File: src/rtl/sdx_kernel_wizard_0_pkg.sv
// Shared definitions for the kernel sequencer.
//   state_t            : sequencer states
//   C_WORD_BYTES_DFLT  : default bytes per AES word
//   C_WORD_SHIFT_DFLT  : log2 of the default word size (word -> byte offset)
//   clamp_chunk()      : words in the next command, min(remaining, max)
package sdx_kernel_wizard_0_pkg;

    typedef enum logic [1:0] {
        ST_IDLE  = 2'd0,
        ST_ISSUE = 2'd1,
        ST_WAIT  = 2'd2,
        ST_DONE  = 2'd3
    } state_t;

    localparam int C_WORD_BYTES_DFLT = 16;
    localparam int C_WORD_SHIFT_DFLT = $clog2(C_WORD_BYTES_DFLT);

    function automatic logic [31:0] clamp_chunk(input logic [31:0] words,
                                                input logic [31:0] max_words);
        return (words > max_words) ? max_words : words;
    endfunction

endpackage

File: src/rtl/sdx_kernel_wizard_0_ap_ctrl_if.sv
// Paired read/write command channels between the sequencer and the AXI4
// master read/write engines.
//   rd_cmd_valid/ready/addr/len, rd_done : read command + chunk-complete pulse
//   wr_cmd_valid/ready/addr/len, wr_done : write command + chunk-complete pulse
// master modport = sequencer side, slave modport = engine side.
interface sdx_kernel_wizard_0_ap_ctrl_if #(
    parameter int C_ADDR_WIDTH      = 64,
    parameter int C_MAX_CHUNK_WORDS = 256
);
    localparam int C_LEN_WIDTH = $clog2(C_MAX_CHUNK_WORDS) + 1;

    logic                    rd_cmd_valid;
    logic                    rd_cmd_ready;
    logic [C_ADDR_WIDTH-1:0] rd_cmd_addr;
    logic [C_LEN_WIDTH-1:0]  rd_cmd_len;
    logic                    rd_done;

    logic                    wr_cmd_valid;
    logic                    wr_cmd_ready;
    logic [C_ADDR_WIDTH-1:0] wr_cmd_addr;
    logic [C_LEN_WIDTH-1:0]  wr_cmd_len;
    logic                    wr_done;

    modport master (
        output rd_cmd_valid, rd_cmd_addr, rd_cmd_len,
        input  rd_cmd_ready, rd_done,
        output wr_cmd_valid, wr_cmd_addr, wr_cmd_len,
        input  wr_cmd_ready, wr_done
    );

    modport slave (
        input  rd_cmd_valid, rd_cmd_addr, rd_cmd_len,
        output rd_cmd_ready, rd_done,
        input  wr_cmd_valid, wr_cmd_addr, wr_cmd_len,
        output wr_cmd_ready, wr_done
    );

endinterface

File: src/rtl/sdx_kernel_wizard_0_cmd_chan.sv
// Single valid/ready command holder with a sticky done flag.
//   aclk, areset_n       : clock, async active-low reset
//   load, load_addr/len  : present a new command (valid rises next cycle)
//   cmd_valid/ready      : AXI-style handshake, addr/len held while valid
//   cmd_addr, cmd_len    : held command fields
//   done, seen_en        : engine completion pulse, honoured only when enabled
//   clear_seen, seen     : sticky completion flag and its clear
module sdx_kernel_wizard_0_cmd_chan #(
    parameter int C_ADDR_WIDTH = 64,
    parameter int C_LEN_WIDTH  = 9
) (
    input  logic                    aclk,
    input  logic                    areset_n,
    input  logic                    load,
    input  logic [C_ADDR_WIDTH-1:0] load_addr,
    input  logic [C_LEN_WIDTH-1:0]  load_len,
    output logic                    cmd_valid,
    input  logic                    cmd_ready,
    output logic [C_ADDR_WIDTH-1:0] cmd_addr,
    output logic [C_LEN_WIDTH-1:0]  cmd_len,
    input  logic                    done,
    input  logic                    seen_en,
    input  logic                    clear_seen,
    output logic                    seen
);

    always_ff @(posedge aclk or negedge areset_n) begin
        if (!areset_n) begin
            cmd_valid <= 1'b0;
            cmd_addr  <= '0;
            cmd_len   <= '0;
            seen      <= 1'b0;
        end else begin
            if (load) begin
                cmd_valid <= 1'b1;
                cmd_addr  <= load_addr;
                cmd_len   <= load_len;
            end else if (cmd_valid && cmd_ready) begin
                cmd_valid <= 1'b0;
            end
            // Clear wins: a completing chunk has already consumed the pulse.
            if (clear_seen) begin
                seen <= 1'b0;
            end else if (seen_en && done) begin
                seen <= 1'b1;
            end
        end
    end

endmodule

File: src/rtl/sdx_kernel_wizard_0_ap_ctrl.sv
// Kernel sequencer: splits a job of scalar00 words at axi00_ptr0 into chunks
// of at most C_MAX_CHUNK_WORDS and issues paired read/write commands.
//   aclk, areset_n       : clock, async active-low reset
//   ap_start             : level start, held until ap_done
//   ap_idle, ap_done     : idle level, one-cycle completion pulse
//   scalar00, axi00_ptr0 : word count and base byte address, sampled at start
//   cmd                  : read/write command channels (master modport)
//
// state    | meaning
// ---------+-----------------------------------------------------------
// ST_IDLE  | no job; waiting for ap_start
// ST_ISSUE | rd/wr commands of current chunk offered until both accepted
// ST_WAIT  | both accepted; waiting for rd and wr chunk completion
// ST_DONE  | one-cycle ap_done, then back to idle
module sdx_kernel_wizard_0_ap_ctrl
    import sdx_kernel_wizard_0_pkg::*;
#(
    parameter int C_ADDR_WIDTH      = 64,
    parameter int C_MAX_CHUNK_WORDS = 256,
    parameter int C_WORD_BYTES      = C_WORD_BYTES_DFLT
) (
    input  logic                    aclk,
    input  logic                    areset_n,
    input  logic                    ap_start,
    output logic                    ap_idle,
    output logic                    ap_done,
    input  logic [31:0]             scalar00,
    input  logic [C_ADDR_WIDTH-1:0] axi00_ptr0,
    sdx_kernel_wizard_0_ap_ctrl_if.master cmd
);

    localparam int          C_LEN_WIDTH  = $clog2(C_MAX_CHUNK_WORDS) + 1;
    localparam int          C_WORD_SHIFT = (C_WORD_BYTES == C_WORD_BYTES_DFLT) ?
                                           C_WORD_SHIFT_DFLT : $clog2(C_WORD_BYTES);
    localparam logic [31:0] C_MAX_W32    = 32'(C_MAX_CHUNK_WORDS);

    state_t                  state_q, state_d;
    logic [C_ADDR_WIDTH-1:0] base_q, base_d;
    logic [31:0]             remaining_q, remaining_d;
    logic [31:0]             offset_q, offset_d;

    logic                    load, clear_seen, seen_en;
    logic                    rd_seen, wr_seen;
    logic [31:0]             chunk, next_chunk;
    logic [C_ADDR_WIDTH-1:0] load_addr;
    logic [C_LEN_WIDTH-1:0]  load_len;

    always_ff @(posedge aclk or negedge areset_n) begin
        if (!areset_n) begin
            state_q     <= ST_IDLE;
            base_q      <= '0;
            remaining_q <= '0;
            offset_q    <= '0;
        end else begin
            state_q     <= state_d;
            base_q      <= base_d;
            remaining_q <= remaining_d;
            offset_q    <= offset_d;
        end
    end

    always_comb begin
        state_d     = state_q;
        base_d      = base_q;
        remaining_d = remaining_q;
        offset_d    = offset_q;
        clear_seen  = 1'b0;
        chunk       = clamp_chunk(remaining_q, C_MAX_W32);

        case (state_q)
            ST_IDLE: begin
                if (ap_start) begin
                    base_d      = axi00_ptr0;
                    remaining_d = scalar00;
                    offset_d    = '0;
                    state_d     = (scalar00 == 32'd0) ? ST_DONE : ST_ISSUE;
                end
            end
            ST_ISSUE: begin
                // A channel is accepted once its valid is gone or handshakes now.
                if ((!cmd.rd_cmd_valid || cmd.rd_cmd_ready) &&
                    (!cmd.wr_cmd_valid || cmd.wr_cmd_ready)) begin
                    state_d = ST_WAIT;
                end
            end
            ST_WAIT: begin
                if ((rd_seen || cmd.rd_done) && (wr_seen || cmd.wr_done)) begin
                    clear_seen  = 1'b1;
                    remaining_d = remaining_q - chunk;
                    offset_d    = offset_q + chunk;
                    state_d     = (remaining_d == 32'd0) ? ST_DONE : ST_ISSUE;
                end
            end
            ST_DONE: begin
                state_d = ST_IDLE;
            end
            default: begin
                state_d = ST_IDLE;
            end
        endcase

        // Next command is built from the post-update counters so back-to-back
        // chunks need no bubble cycle.
        load       = (state_d == ST_ISSUE) && (state_q != ST_ISSUE);
        next_chunk = clamp_chunk(remaining_d, C_MAX_W32);
        load_len   = C_LEN_WIDTH'(next_chunk);
        load_addr  = base_d + (C_ADDR_WIDTH'(offset_d) << C_WORD_SHIFT);
    end

    assign seen_en = (state_q == ST_ISSUE) || (state_q == ST_WAIT);
    assign ap_idle = (state_q == ST_IDLE);
    assign ap_done = (state_q == ST_DONE);

    sdx_kernel_wizard_0_cmd_chan #(
        .C_ADDR_WIDTH (C_ADDR_WIDTH),
        .C_LEN_WIDTH  (C_LEN_WIDTH)
    ) u_rd_chan (
        .aclk       (aclk),
        .areset_n   (areset_n),
        .load       (load),
        .load_addr  (load_addr),
        .load_len   (load_len),
        .cmd_valid  (cmd.rd_cmd_valid),
        .cmd_ready  (cmd.rd_cmd_ready),
        .cmd_addr   (cmd.rd_cmd_addr),
        .cmd_len    (cmd.rd_cmd_len),
        .done       (cmd.rd_done),
        .seen_en    (seen_en),
        .clear_seen (clear_seen),
        .seen       (rd_seen)
    );

    sdx_kernel_wizard_0_cmd_chan #(
        .C_ADDR_WIDTH (C_ADDR_WIDTH),
        .C_LEN_WIDTH  (C_LEN_WIDTH)
    ) u_wr_chan (
        .aclk       (aclk),
        .areset_n   (areset_n),
        .load       (load),
        .load_addr  (load_addr),
        .load_len   (load_len),
        .cmd_valid  (cmd.wr_cmd_valid),
        .cmd_ready  (cmd.wr_cmd_ready),
        .cmd_addr   (cmd.wr_cmd_addr),
        .cmd_len    (cmd.wr_cmd_len),
        .done       (cmd.wr_done),
        .seen_en    (seen_en),
        .clear_seen (clear_seen),
        .seen       (wr_seen)
    );

endmodule

File: src/flat_wrapper.sv
// flat-port wrapper written by rule: the top's interface ports become plain ports
module sdx_kernel_wizard_0_ap_ctrl_flat import sdx_kernel_wizard_0_pkg::*;
#(
    parameter int C_ADDR_WIDTH      = 64,
    parameter int C_MAX_CHUNK_WORDS = 256,
    parameter int C_WORD_BYTES      = C_WORD_BYTES_DFLT
)
  (aclk, areset_n, ap_start, ap_idle, ap_done, scalar00, axi00_ptr0, cmd_rd_cmd_valid, cmd_rd_cmd_addr, cmd_rd_cmd_len, cmd_rd_cmd_ready, cmd_rd_done, cmd_wr_cmd_valid, cmd_wr_cmd_addr, cmd_wr_cmd_len, cmd_wr_cmd_ready, cmd_wr_done);
  sdx_kernel_wizard_0_ap_ctrl_if #(.C_ADDR_WIDTH(C_ADDR_WIDTH), .C_MAX_CHUNK_WORDS(C_MAX_CHUNK_WORDS)) cmd_i ();
  input  logic aclk;
  input  logic areset_n;
  input  logic ap_start;
  output logic ap_idle;
  output logic ap_done;
  input  logic [31:0] scalar00;
  input  logic [C_ADDR_WIDTH-1:0] axi00_ptr0;
  output wire logic [$bits(cmd_i.rd_cmd_valid)-1:0] cmd_rd_cmd_valid;
  output wire logic [$bits(cmd_i.rd_cmd_addr)-1:0] cmd_rd_cmd_addr;
  output wire logic [$bits(cmd_i.rd_cmd_len)-1:0] cmd_rd_cmd_len;
  input wire logic [$bits(cmd_i.rd_cmd_ready)-1:0] cmd_rd_cmd_ready;
  input wire logic [$bits(cmd_i.rd_done)-1:0] cmd_rd_done;
  output wire logic [$bits(cmd_i.wr_cmd_valid)-1:0] cmd_wr_cmd_valid;
  output wire logic [$bits(cmd_i.wr_cmd_addr)-1:0] cmd_wr_cmd_addr;
  output wire logic [$bits(cmd_i.wr_cmd_len)-1:0] cmd_wr_cmd_len;
  input wire logic [$bits(cmd_i.wr_cmd_ready)-1:0] cmd_wr_cmd_ready;
  input wire logic [$bits(cmd_i.wr_done)-1:0] cmd_wr_done;
  assign cmd_rd_cmd_valid = cmd_i.rd_cmd_valid;
  assign cmd_rd_cmd_addr = cmd_i.rd_cmd_addr;
  assign cmd_rd_cmd_len = cmd_i.rd_cmd_len;
  assign cmd_i.rd_cmd_ready = cmd_rd_cmd_ready;
  assign cmd_i.rd_done = cmd_rd_done;
  assign cmd_wr_cmd_valid = cmd_i.wr_cmd_valid;
  assign cmd_wr_cmd_addr = cmd_i.wr_cmd_addr;
  assign cmd_wr_cmd_len = cmd_i.wr_cmd_len;
  assign cmd_i.wr_cmd_ready = cmd_wr_cmd_ready;
  assign cmd_i.wr_done = cmd_wr_done;
  sdx_kernel_wizard_0_ap_ctrl #(.C_ADDR_WIDTH(C_ADDR_WIDTH), .C_MAX_CHUNK_WORDS(C_MAX_CHUNK_WORDS), .C_WORD_BYTES(C_WORD_BYTES)) u_core (.aclk(aclk), .areset_n(areset_n), .ap_start(ap_start), .ap_idle(ap_idle), .ap_done(ap_done), .scalar00(scalar00), .axi00_ptr0(axi00_ptr0), .cmd(cmd_i));
endmodule
File: config.mk
export PLATFORM = sky130hd
export DESIGN_NAME = sdx_kernel_wizard_0_ap_ctrl_flat
export DESIGN_NICKNAME = d
export VERILOG_FILES = /design/src/rtl/sdx_kernel_wizard_0_pkg.sv /design/src/rtl/sdx_kernel_wizard_0_ap_ctrl_if.sv /design/src/rtl/sdx_kernel_wizard_0_cmd_chan.sv /design/src/rtl/sdx_kernel_wizard_0_ap_ctrl.sv /design/src/flat_wrapper.sv
export SDC_FILE = /design/constraint.sdc
export NUM_CORES = 1
export LEC_CHECK = 0
export BUFFER_PORTS_ARGS = -buffer_cell sky130_fd_sc_hd__clkbuf_2
export CELL_PAD_IN_SITES_DETAIL_PLACEMENT = 1
export CELL_PAD_IN_SITES_GLOBAL_PLACEMENT = 2
export CORE_ASPECT_RATIO = 1.25
export CORE_MARGIN = 3
export CORE_UTILIZATION = 30
export CTS_BUF_LIST = sky130_fd_sc_hd__clkbuf_4 sky130_fd_sc_hd__clkbuf_8
export DETAILED_ROUTE_END_ITERATION = 7
export PLACE_DENSITY_LB_ADDON = 0.1
export SLEW_MARGIN = 20
export SYNTH_ARGS = -nofsm -noshare
export SYNTH_HDL_FRONTEND = slang
export SYNTH_SLANG_ARGS = --single-unit
File: constraint.sdc
create_clock -name aclk -period 15.85 [get_ports aclk]
set_input_delay 1.585 -clock aclk [delete_from_list [all_inputs] [get_ports aclk]]
set_output_delay 1.585 -clock aclk [all_outputs]
set_load 0.03 [all_outputs]
==> results of run 1 <==
[cells by family (layout without fill, tap and decap cells)]
logic type      Yosys count  after routing  share of synthesized area, %
fa+ha+maj                70             70                         6.424
simple gates            615            615                         21.56
flops                   207            207                         37.35
mux                      37             37                         2.842
buf+inv                 190            388                         7.642
compound gates          421            421                         20.02
other cells               2             24                       0.05415
xor+xnor                 65             65                         4.105
[metal layers]
metal / vias up / track usage [%] / wire [um]
met5: - / 0 / 17
met4: 2 / 8.184 / 2005
met3: 110 / 3.488 / 2099
met2: 312 / 37.59 / 26100
met1: 6275 / 25.90 / 22010
li1: 6053 / - / -
[worst reg2reg max path: stages, from the launching register on]
cell and delay, ns:
dfrtp_1 0.64, nor4_2 0.59, nand4_4 0.31, nor4_4 0.64, and2_1 0.22, ha_1 0.18, fa_1 0.21, a21oi_1 0.10
o211a_1 0.25, o311ai_0 0.54, a21oi_1 0.18, a311oi_1 0.60, o21a_1 0.22, nand2b_1 0.13, xnor2_1 0.12, o21ai_0 0.09
a22o_1 0.22, ha_1 0.39, nand2_1 0.11, a21oi_1 0.15, or4b_2 0.65, a31oi_1 0.47, a21oi_1 0.15, buf_4 0.20
nor3_2 0.62, a211oi_1 0.18, a211o_1 0.29
[state kept, by name, indices dropped and copies added (netlist names)]
signal,cells
u_core.base_q,64
u_core.offset_q,32
u_core.remaining_q,32
u_core.state_q,2
u_core.u_rd_chan.cmd_addr,64
u_core.u_rd_chan.cmd_len,9
u_core.u_rd_chan.cmd_valid,1
u_core.u_rd_chan.seen,1
u_core.u_wr_chan.cmd_valid,1
u_core.u_wr_chan.seen,1
[stage by stage]
stage	total power (uW)	std cells	setup WS (ns)	area, um^2
after floorplan	2506	1628	8.638	13950
after global placement	3061	2331	6.945	15210
after detailed placement	3084	2331	7.247	15210
after CTS	3739	2404	7.216	16130
after global routing	3993	2405	6.386	16130
final	3682	2405	7.275	16130
[synthesized netlist by cell type, drive strengths merged, types with 8 or more instances]
| cell | count | area (um^2) |
|---|---|---|
| o21ai | 123 | 615.6 |
| nand3 | 33 | 165.2 |
| a21o | 37 | 277.8 |
| or2 | 9 | 58.81 |
| mux2 | 19 | 214.0 |
| o31ai | 30 | 225.2 |
| a31oi | 16 | 100.1 |
| nor2 | 75 | 281.5 |
| dfrtp | 207 | 5180 |
| xor2 | 22 | 192.7 |
| inv | 43 | 161.4 |
| a22o | 12 | 105.1 |
| nor2b | 10 | 62.56 |
| nor3b | 9 | 67.56 |
| and2 | 14 | 88.84 |
| nand4 | 13 | 96.34 |
| buf | 102 | 728.2 |
| nand2 | 317 | 1190 |
| clkbuf | 44 | 166.4 |
| ha | 68 | 850.8 |
| mux2i | 18 | 180.2 |
| o211ai | 12 | 90.09 |
| a21oi | 81 | 412.9 |
| a221o | 8 | 80.08 |
| nor3 | 42 | 215.2 |
| nand2b | 14 | 87.58 |
| and4 | 11 | 96.34 |
| nor4 | 25 | 211.5 |
| o21bai | 10 | 75.07 |
| and3 | 10 | 62.56 |
| xnor2 | 43 | 376.6 |
| o21a | 9 | 67.56 |
| nand3b | 8 | 60.06 |
[where the power goes]
part | internal (uW) | total [uW] | switching (uW)
sequential | 755 | 958 | 203
clock | 360 | 626 | 267
combinational | 674 | 2100 | 1420
[area by class of cell]
cell class	count	area [um^2]
antenna	1	2.502
clock buffer	65	813.3
clock inverter	8	103.9
fill	5464	29260
inverter	44	165.2
multi-input combinational	1231	7732
sequential	207	5180
tap	578	723.2
timing repair buffer	271	1414
[final timing paths]
check | to | slack (ns) | depth (start not counted)
setup / recovery | u_core.u_rd_chan.cmd_addr[49]$_DFFE_PN0P_ | 7.27 | 26
hold / removal | u_core.base_q[0]$_DFF_PN0_ | 0.47 | 2
setup reg to reg | u_core.u_rd_chan.cmd_addr[49]$_DFFE_PN0P_ | 7.27 | 26
hold reg to reg | u_core.base_q[0]$_DFF_PN0_ | 0.47 | 2
max in group asynchronous | u_core.u_rd_chan.cmd_addr[47]$_DFFE_PN0P_ | 13.38 | 2
min in group asynchronous | u_core.remaining_q[15]$_DFF_PN0_ | 1.01 | 1
==> metrics.csv, run 1 <==
metric;value;unit
status;complete, no violations;
clock sinks;207;
ANT nets after route;0;
Setup CP Type;reg2reg;
RSZ-0062 raised after global routing;no;
Setup Fix Bufs, Post-CTS;0;
clk buf depth;3;
min-delay worst type;reg2reg;
clock-pin slew on the worst setup and hold paths;0.06;ns
Worst Tran Pin Value;0.8756;ns
CP max stage delay;0.65;ns
Peak Freq;0.1166;GHz
Top delay family on crit path;compound AO/OA/AOI/OAI gates;
hold_buf cts;0;
crit path launch;u_core.remaining_q[9]$_DFF_PN0_;
synth-to-layout area growth;16.34;%
proportion of layout cells with a drive suffix above 1;21.96;%
Hold Vio Cnt, Final;0;
Setup crit start kind;flip-flop;
DP HPWL;38.82;mm
Initial DRC Count;507;
Synth Area per Inst;8.630;um^2
Fin Setup TNS;0;ns
initial antenna violation count;3;
total track usage;21.31;%
# IOs;253;
DRC viols;0;
first-pass GRT wire length;80.26;mm
Seq cells post-synth;207;
crit-path most repeated cell;a21oi_1;
Die Ht;246.4;um
1st-pass router iterations;5;
Initial Utilization;30.55;%
CP arrival;9.05;ns
CTS Root Buffer Type;clkbuf_8;
Yosys Warn Count;0;
IO buf count;252;
Mapped Area;13870;um^2
fin crit share;54.10;%
Resized Gates After CTS;0;
core area;45390;um^2
most frequent cells in the layout;nand2_1, clkbuf_2, dfrtp_1;
GPL Wtd Cong;0.8852;
most common cell after layout, fill and taps aside;nand2_1;
Mapped Cells;1607;
Max-slew headroom;40.85;%
endpoint kind of the worst setup timing path;flip-flop;
Max Cap Viol;0;
Max FO, Critical Path;21;
number of synthesized flops with an enable pin;0;
vias in the first global route;13403;
largest net degree at the start of global routing;103;
P per Cell Area;228.2;nW/um^2
H-tree levels;2;
detailed-route via count;12752;
Post-synth top flop;dfrtp_1;
Skew-Pair Late Insertion Delay;0.62;ns
die area;48860;um^2
hold_ws;0.4729;ns
ys async rst share;100.0;%
gr ovfl total;0;
Critical-path top delay cell;or4b_2;
endpoints failing setup;0;
Routed Wire Length;52.23;mm
sequential share of the synthesized area;37.35;%
wire length per cell;21.72;um
CP required;16.33;ns
worst hold path startpoint;u_core.base_q[0]$_DFF_PN0_;
Setup Skew;0.03600;ns
Cell Rows;87;
Post-Route Utilization;35.54;%
Critical path buffers and inverters;1;
Distinct cells, synth;90;
Pleak;0.007755;uW
fin. max-slew vios;0;
Worst R2R Start;u_core.remaining_q[9]$_DFF_PN0_;
Max rail drop VDD;0.09416;mV
Die Width;198.3;um
fin nets;1969;
crit path time final;8.575;ns
CTS tree;yes;
total CTS buffers;41;
via/cell ratio;5.302;
Note: power is estimated with default switching activity, not from simulation.
==> run 2: changes to the inputs <==
==> constraint.sdc (replaced) <==
create_clock -name aclk -period 8.9 [get_ports aclk]
set_input_delay 0.89 -clock aclk [delete_from_list [all_inputs] [get_ports aclk]]
set_output_delay 0.89 -clock aclk [all_outputs]
set_load 0.03 [all_outputs]
==> run 2 against run 1 <==
Effect of this change: clock-buffer cell count up 7; routed wire length down 0.45%; worst setup slack worse by 6.4 ns; register-to-register slack got worse by 6.4 ns; clock power increased by 74%.
==> metrics.csv, run 2 (same netlist as run 1, synthesis figures left out) <==
metric;value;unit;change
Max rail drop VDD;0.1543;mV;was 0.09416 mV
RSZ-0062 raised after global routing;no;;unchanged
most common cell after layout, fill and taps aside;nand2_1;;unchanged
Setup Skew;0.02344;ns;was 0.03600 ns
core area;45390;um^2;unchanged
synth-to-layout area growth;16.56;%;was 16.34%
wire length per cell;21.56;um;was 21.72 um
Fin Setup TNS;0;ns;unchanged
fin. max-slew vios;0;;unchanged
via/cell ratio;5.288;;was 5.302
crit path time final;8.041;ns;was 8.575 ns
Die Width;198.3;um;unchanged
Resized Gates After CTS;0;;unchanged
CTS Root Buffer Type;clkbuf_8;;unchanged
Worst Tran Pin Value;0.9719;ns;was 0.8756 ns
DP HPWL;38.38;mm;was 38.82 mm
vias in the first global route;13461;;was 13403
proportion of layout cells with a drive suffix above 1;22.15;%;was 21.96%
IO buf count;252;;unchanged
ANT nets after route;0;;unchanged
Initial DRC Count;513;;was 507
Max-slew headroom;35.21;%;was 40.85%
Max FO, Critical Path;13;;was 21
Routed Wire Length;51.99;mm;was 52.23 mm
Hold Vio Cnt, Final;0;;unchanged
most frequent cells in the layout;nand2_1, clkbuf_2, dfrtp_1;;unchanged
Setup Fix Bufs, Post-CTS;0;;unchanged
endpoints failing setup;0;;unchanged
Setup CP Type;reg2reg;;unchanged
CP arrival;8.59;ns;was 9.05 ns
Setup crit start kind;flip-flop;;unchanged
# IOs;253;;unchanged
gr ovfl total;0;;unchanged
Max Cap Viol;0;;unchanged
Pleak;0.007775;uW;was 0.007755 uW
Skew-Pair Late Insertion Delay;0.62;ns;about the same
die area;48860;um^2;unchanged
detailed-route via count;12754;;was 12752
min-delay worst type;in2async;;was reg2reg
CTS tree;yes;;unchanged
fin nets;1975;;was 1969
DRC viols;0;;unchanged
clock sinks;207;;unchanged
status;complete, no violations;;unchanged
total CTS buffers;42;;was 41
clk buf depth;3;;unchanged
Largest regs;u_core.base_q: 64 flops, u_core.u_rd_chan.cmd_addr: 64 flops;;unchanged
P per Cell Area;405.9;nW/um^2;was 228.2 nW/um^2
H-tree levels;2;;unchanged
Initial Utilization;30.55;%;unchanged
clock-pin slew on the worst setup and hold paths;0.06;ns;about the same
Cell Rows;87;;unchanged
largest net degree at the start of global routing;72;;was 103
1st-pass router iterations;5;;unchanged
GPL Wtd Cong;0.8780;;was 0.8852
Post-Route Utilization;35.61;%;was 35.54%
initial antenna violation count;1;;was 3
Peak Freq;0.1244;GHz;was 0.1166 GHz
Die Ht;246.4;um;unchanged
first-pass GRT wire length;80.23;mm;was 80.26 mm
CP required;9.45;ns;was 16.33 ns
fin crit share;90.35;%;was 54.10%
total track usage;21.15;%;was 21.31%
hold_buf cts;0;;unchanged
endpoint kind of the worst setup timing path;flip-flop;;unchanged
## run 2: worst max-delay path, cell delays in order (launching register included)
cell	delay (ns)
dfrtp_1	0.48
or4_4	0.57
o41a_4	0.50
nor4_4	0.46
buf_4	0.22
and2_1	0.15
ha_1	0.20
nand3_1	0.12
o211a_1	0.28
o311ai_0	0.52
a21oi_1	0.17
a311oi_1	0.68
o21a_1	0.22
nand2b_1	0.14
xnor2_1	0.12
o21ai_0	0.09
a22o_1	0.22
ha_1	0.39
nand2_1	0.10
a21oi_1	0.15
or4b_2	0.65
a31oi_1	0.20
buf_4	0.18
a21oi_1	0.24
nor3_1	0.25
buf_4	0.22
nor4bb_1	0.30
a211o_1	0.13
## run 2: metrics by stage
step,setup WS [ns],cell area [um^2],hold WS (ns),total power [uW],cells
floorplan,1.688,13950,0.4372,4463,1628
global placement,1.068,15260,0.4524,5477,2336
detailed placement,0.8709,15260,0.4559,5510,2336
CTS,0.8369,16160,0.2327,6656,2411
global route,0.2668,16160,0.2759,7103,2412
finish,0.8587,16160,0.2396,6562,2412
## run 2: final cells by class
class / count / area, um^2
Inverter: 44 / 165.2
Tap cell: 578 / 723.2
Clock buffer: 72 / 878.3
Sequential cell: 207 / 5180
Clock inverter: 3 / 26.28
Antenna cell: 1 / 2.502
Fill cell: 5429 / 29230
Multi-Input combinational cell: 1231 / 7725
Timing Repair Buffer: 276 / 1464
## run 2: final timing paths
| check | from | to | slack (ns) | cells after the start |
|---|---|---|---|---|
| max | u_core.remaining_q[3]$_DFF_PN0_ | u_core.u_rd_chan.cmd_addr[49]$_DFFE_PN0P_ | 0.86 | 27 |
| min | areset_n | u_core.remaining_q[30]$_DFF_PN0_ | 0.24 | 1 |
| max reg2reg | u_core.remaining_q[3]$_DFF_PN0_ | u_core.u_rd_chan.cmd_addr[49]$_DFFE_PN0P_ | 0.86 | 27 |
| min reg2reg | u_core.base_q[3]$_DFF_PN0_ | u_core.base_q[3]$_DFF_PN0_ | 0.47 | 2 |
| max in group asynchronous | areset_n | u_core.base_q[8]$_DFF_PN0_ | 7.20 | 2 |
| min in group aclk | u_core.base_q[3]$_DFF_PN0_ | u_core.base_q[3]$_DFF_PN0_ | 0.47 | 2 |
## run 2: layer usage
layer  vias up  wire (um)  global-route usage, %
met5         -          0                      0
met4         0       1679                  7.164
met3        94       2141                  3.119
met2       329      25880                  37.12
met1      6255      22290                  26.47
li1       6076          -                      -
## run 2: power breakdown
| part | internal [uW] | leakage, uW | total (uW) | switching [uW] |
|---|---|---|---|---|
| Sequential | 1340 | 0.00261 | 1690 | 346 |
| Clock | 618 | 0.000477 | 1090 | 471 |
| Combinational | 1210 | 0.00468 | 3780 | 2570 |
| Total | 3180 | 0.00778 | 6560 | 3390 |
==> run 3: changes to the inputs <==
--- a/config.mk
+++ b/config.mk
@@ -9,7 +9,6 @@
 export CELL_PAD_IN_SITES_DETAIL_PLACEMENT = 1
 export CELL_PAD_IN_SITES_GLOBAL_PLACEMENT = 2
 export CORE_ASPECT_RATIO = 1.25
-export CORE_MARGIN = 3
 export CORE_UTILIZATION = 30
 export CTS_BUF_LIST = sky130_fd_sc_hd__clkbuf_4 sky130_fd_sc_hd__clkbuf_8
 export DETAILED_ROUTE_END_ITERATION = 7
==> run 3 against run 2 <==
Effect of this change: clock-buffer cell count fell by 8; global-route usage rose by 0.94 points; routed wire length fell by 0.80%; cell count barely moved; sequential share of layout area barely moved; first-iteration DRC count fell by 2.3%; clock power barely moved.
==> metrics.csv, run 3 (same netlist as run 1, synthesis figures left out) <==
metric;value;unit;change
status;complete, no violations;;unchanged
most common cell after layout, fill and taps aside;nand2_1;;unchanged
Setup Skew;0.02917;ns;was 0.02344 ns
via/cell ratio;5.266;;was 5.288
IO buf count;252;;unchanged
core area;45390;um^2;unchanged
multi-input logic area;7727;um^2;was 7725 um^2
Logic pwr share;57.6;%;about the same
Largest regs;u_core.base_q: 64 flops, u_core.u_rd_chan.cmd_addr: 64 flops;;unchanged
CTS Root Buffer Type;clkbuf_8;;unchanged
Cell Rows;87;;unchanged
Placed Area;15280;um^2;was 15260 um^2
Setup Fix Bufs, Post-CTS;0;;unchanged
wire length per cell;21.36;um;was 21.56 um
fin nets;1978;;was 1975
Max rail drop VDD;0.1983;mV;was 0.1543 mV
first-pass GRT wire length;80.10;mm;was 80.23 mm
DRC viols;0;;unchanged
clock-pin slew on the worst setup and hold paths;0.06;ns;about the same
R2R setup slack;0.70;ns;was 0.86 ns
Critical R2R Capture;u_core.u_rd_chan.cmd_addr[49]$_DFFE_PN0P_;;unchanged
Skew-Pair Late Insertion Delay;0.61;ns;was 0.62 ns
Worst Tran Pin Value;0.9932;ns;was 0.9719 ns
Internal;3187;uW;was 3175 uW
Hold Vio Cnt, Final;0;;unchanged
Pleak;0.007783;uW;was 0.007775 uW
Initial Utilization;30.55;%;unchanged
crit path time final;8.202;ns;was 8.041 ns
Initial DRC Count;501;;was 513
vias in the first global route;13126;;was 13461
Fin Setup TNS;0;ns;unchanged
endpoint kind of the worst setup timing path;flip-flop;;unchanged
proportion of layout cells with a drive suffix above 1;22.25;%;was 22.15%
RSZ-0062 raised after global routing;no;;unchanged
Clk network pwr share;16.6;%;about the same
ANT nets after route;0;;unchanged
P per Cell Area;405.6;nW/um^2;was 405.9 nW/um^2
clk buf depth;3;;unchanged
Switch Pwr;3372;uW;was 3386 uW
synth-to-layout area growth;16.62;%;was 16.56%
Fillers;5425;;was 5429
CP arrival;8.70;ns;was 8.59 ns
CTS tree;yes;;unchanged
fin crit share;92.16;%;was 90.35%
clock sinks;207;;unchanged
register area;5180;um^2;unchanged
Routed Wire Length;51.57;mm;was 51.99 mm
Reg2Reg Depth;26;;was 27
most frequent cells in the layout;nand2_1, clkbuf_2, dfrtp_1;;unchanged
Resized Gates After CTS;0;;unchanged
Setup crit start kind;flip-flop;;unchanged
# IOs;253;;unchanged
gr ovfl total;0;;unchanged
DP HPWL;38.56;mm;was 38.38 mm
GPL Wtd Cong;0.8861;;was 0.8780
H-tree levels;2;;unchanged
Max Cap Viol;0;;unchanged
Die Width;194.3;um;was 198.3 um
fin area;16170;um^2;was 16160 um^2
Die Ht;242.4;um;was 246.4 um
endpoints failing setup;0;;unchanged
fin. max-slew vios;0;;unchanged
1st-pass router iterations;5;;unchanged
detailed-route via count;12713;;was 12754
total track usage;22.09;%;was 21.15%
CP required;9.40;ns;was 9.45 ns
sequential power share;25.8;%;about the same
Peak Freq;0.1219;GHz;was 0.1244 GHz
switching share of power;51.41;%;was 51.61%
Max-slew headroom;32.91;%;was 35.21%
hold_buf cts;0;;unchanged
total CTS buffers;41;;was 42
largest net degree at the start of global routing;98;;was 72
Setup CP Type;reg2reg;;unchanged
Max FO, Critical Path;13;;unchanged
initial antenna violation count;2;;was 1
Worst R2R Start;u_core.remaining_q[3]$_DFF_PN0_;;unchanged
die area;47100;um^2;was 48860 um^2
min-delay worst type;in2async;;unchanged
run 3: cell types whose count changed in the layout (fill, tap and decap cells not counted), sizes merged:
cell | previous run | this run
buf | 25 | 29
diode | 1 | 2
inv | 44 | 43
clkinvlp | 2 | 1
clkinv | 1 | 6
bufinv | 0 | 2
clkbuf | 323 | 315
run 3: through the flow:
step / hold WS [ns] / util (%) / power (uW) / worst slack (ns) / std cells
after floorplan: 0.4372 / - / 4463 / 1.688 / 1628
after global placement: 0.4542 / 33.66 / 5482 / 0.8568 / 2340
after detailed placement: 0.4640 / 33.66 / 5510 / 0.7450 / 2340
after CTS: 0.3426 / 35.62 / 6645 / 0.6867 / 2412
after global routing: 0.3653 / 35.63 / 7070 / 0.1237 / 2414
final: 0.3237 / 35.63 / 6559 / 0.6980 / 2414
run 3: layout make-up:
class	count	area share, %
Multi-Input combinational cell	1231	47.78
Timing Repair Buffer	280	9.160
Sequential cell	207	32.03
Antenna cell	2	0.03095
Clock inverter	8	0.6421
Inverter	44	1.021
Clock buffer	64	4.866
Tap cell	578	4.472
run 3: how the worst max path moves through the flow:
stage / from / endpoint / cells past startpoint
2_1_floorplan: u_core.remaining_q[3]$_DFF_PN0_ / u_core.u_rd_chan.cmd_addr[49]$_DFFE_PN0P_ / 27
3_3_place_gp: u_core.remaining_q[3]$_DFF_PN0_ / u_core.u_rd_chan.cmd_addr[49]$_DFFE_PN0P_ / 27
3_5_place_dp: u_core.remaining_q[3]$_DFF_PN0_ / u_core.u_rd_chan.cmd_addr[49]$_DFFE_PN0P_ / 26
4_1_cts: u_core.remaining_q[3]$_DFF_PN0_ / u_core.u_rd_chan.cmd_addr[49]$_DFFE_PN0P_ / 26
5_1_grt: u_core.remaining_q[3]$_DFF_PN0_ / u_core.u_rd_chan.cmd_addr[49]$_DFFE_PN0P_ / 26
6_report: u_core.remaining_q[3]$_DFF_PN0_ / u_core.u_rd_chan.cmd_addr[49]$_DFFE_PN0P_ / 26
run 3: critical path, stage by stage, from the launching register on:
cell	delay (ns)
dfrtp_1	0.48
or4_4	0.56
o41a_4	0.49
nor4_4	0.64
and2_1	0.22
ha_1	0.19
fa_1	0.22
a21oi_1	0.11
o211a_1	0.26
o311ai_0	0.54
a21oi_1	0.17
a311oi_1	0.65
a21o_1	0.21
a21oi_1	0.07
xor2_1	0.15
o21ai_0	0.26
ha_1	0.39
a21oi_1	0.28
o221ai_1	0.14
o21ai_0	0.34
a31oi_1	0.15
buf_4	0.18
a21oi_1	0.64
nor3_1	0.11
buf_4	0.22
nor4bb_1	0.15
a211o_1	0.26
run 3: power groups by stage:
stage / logic [uW] / registers [uW] / clock network (uW)
after floorplan: 2640 / 1820 / 0
after global placement: 3780 / 1700 / 0
after detailed placement: 3800 / 1710 / 0
after CTS: 3810 / 1700 / 1130
after global routing: 4150 / 1750 / 1170
final: 3780 / 1690 / 1090
run 3: per-layer routing:
layer	up-vias	share of wire, %	global-route usage, %
met4	0	3.6	9.010
met5	-	0	0
met3	93	3.2	2.854
met1	6264	43	27.08
met2	295	50	38.86
li1	6061	-	-
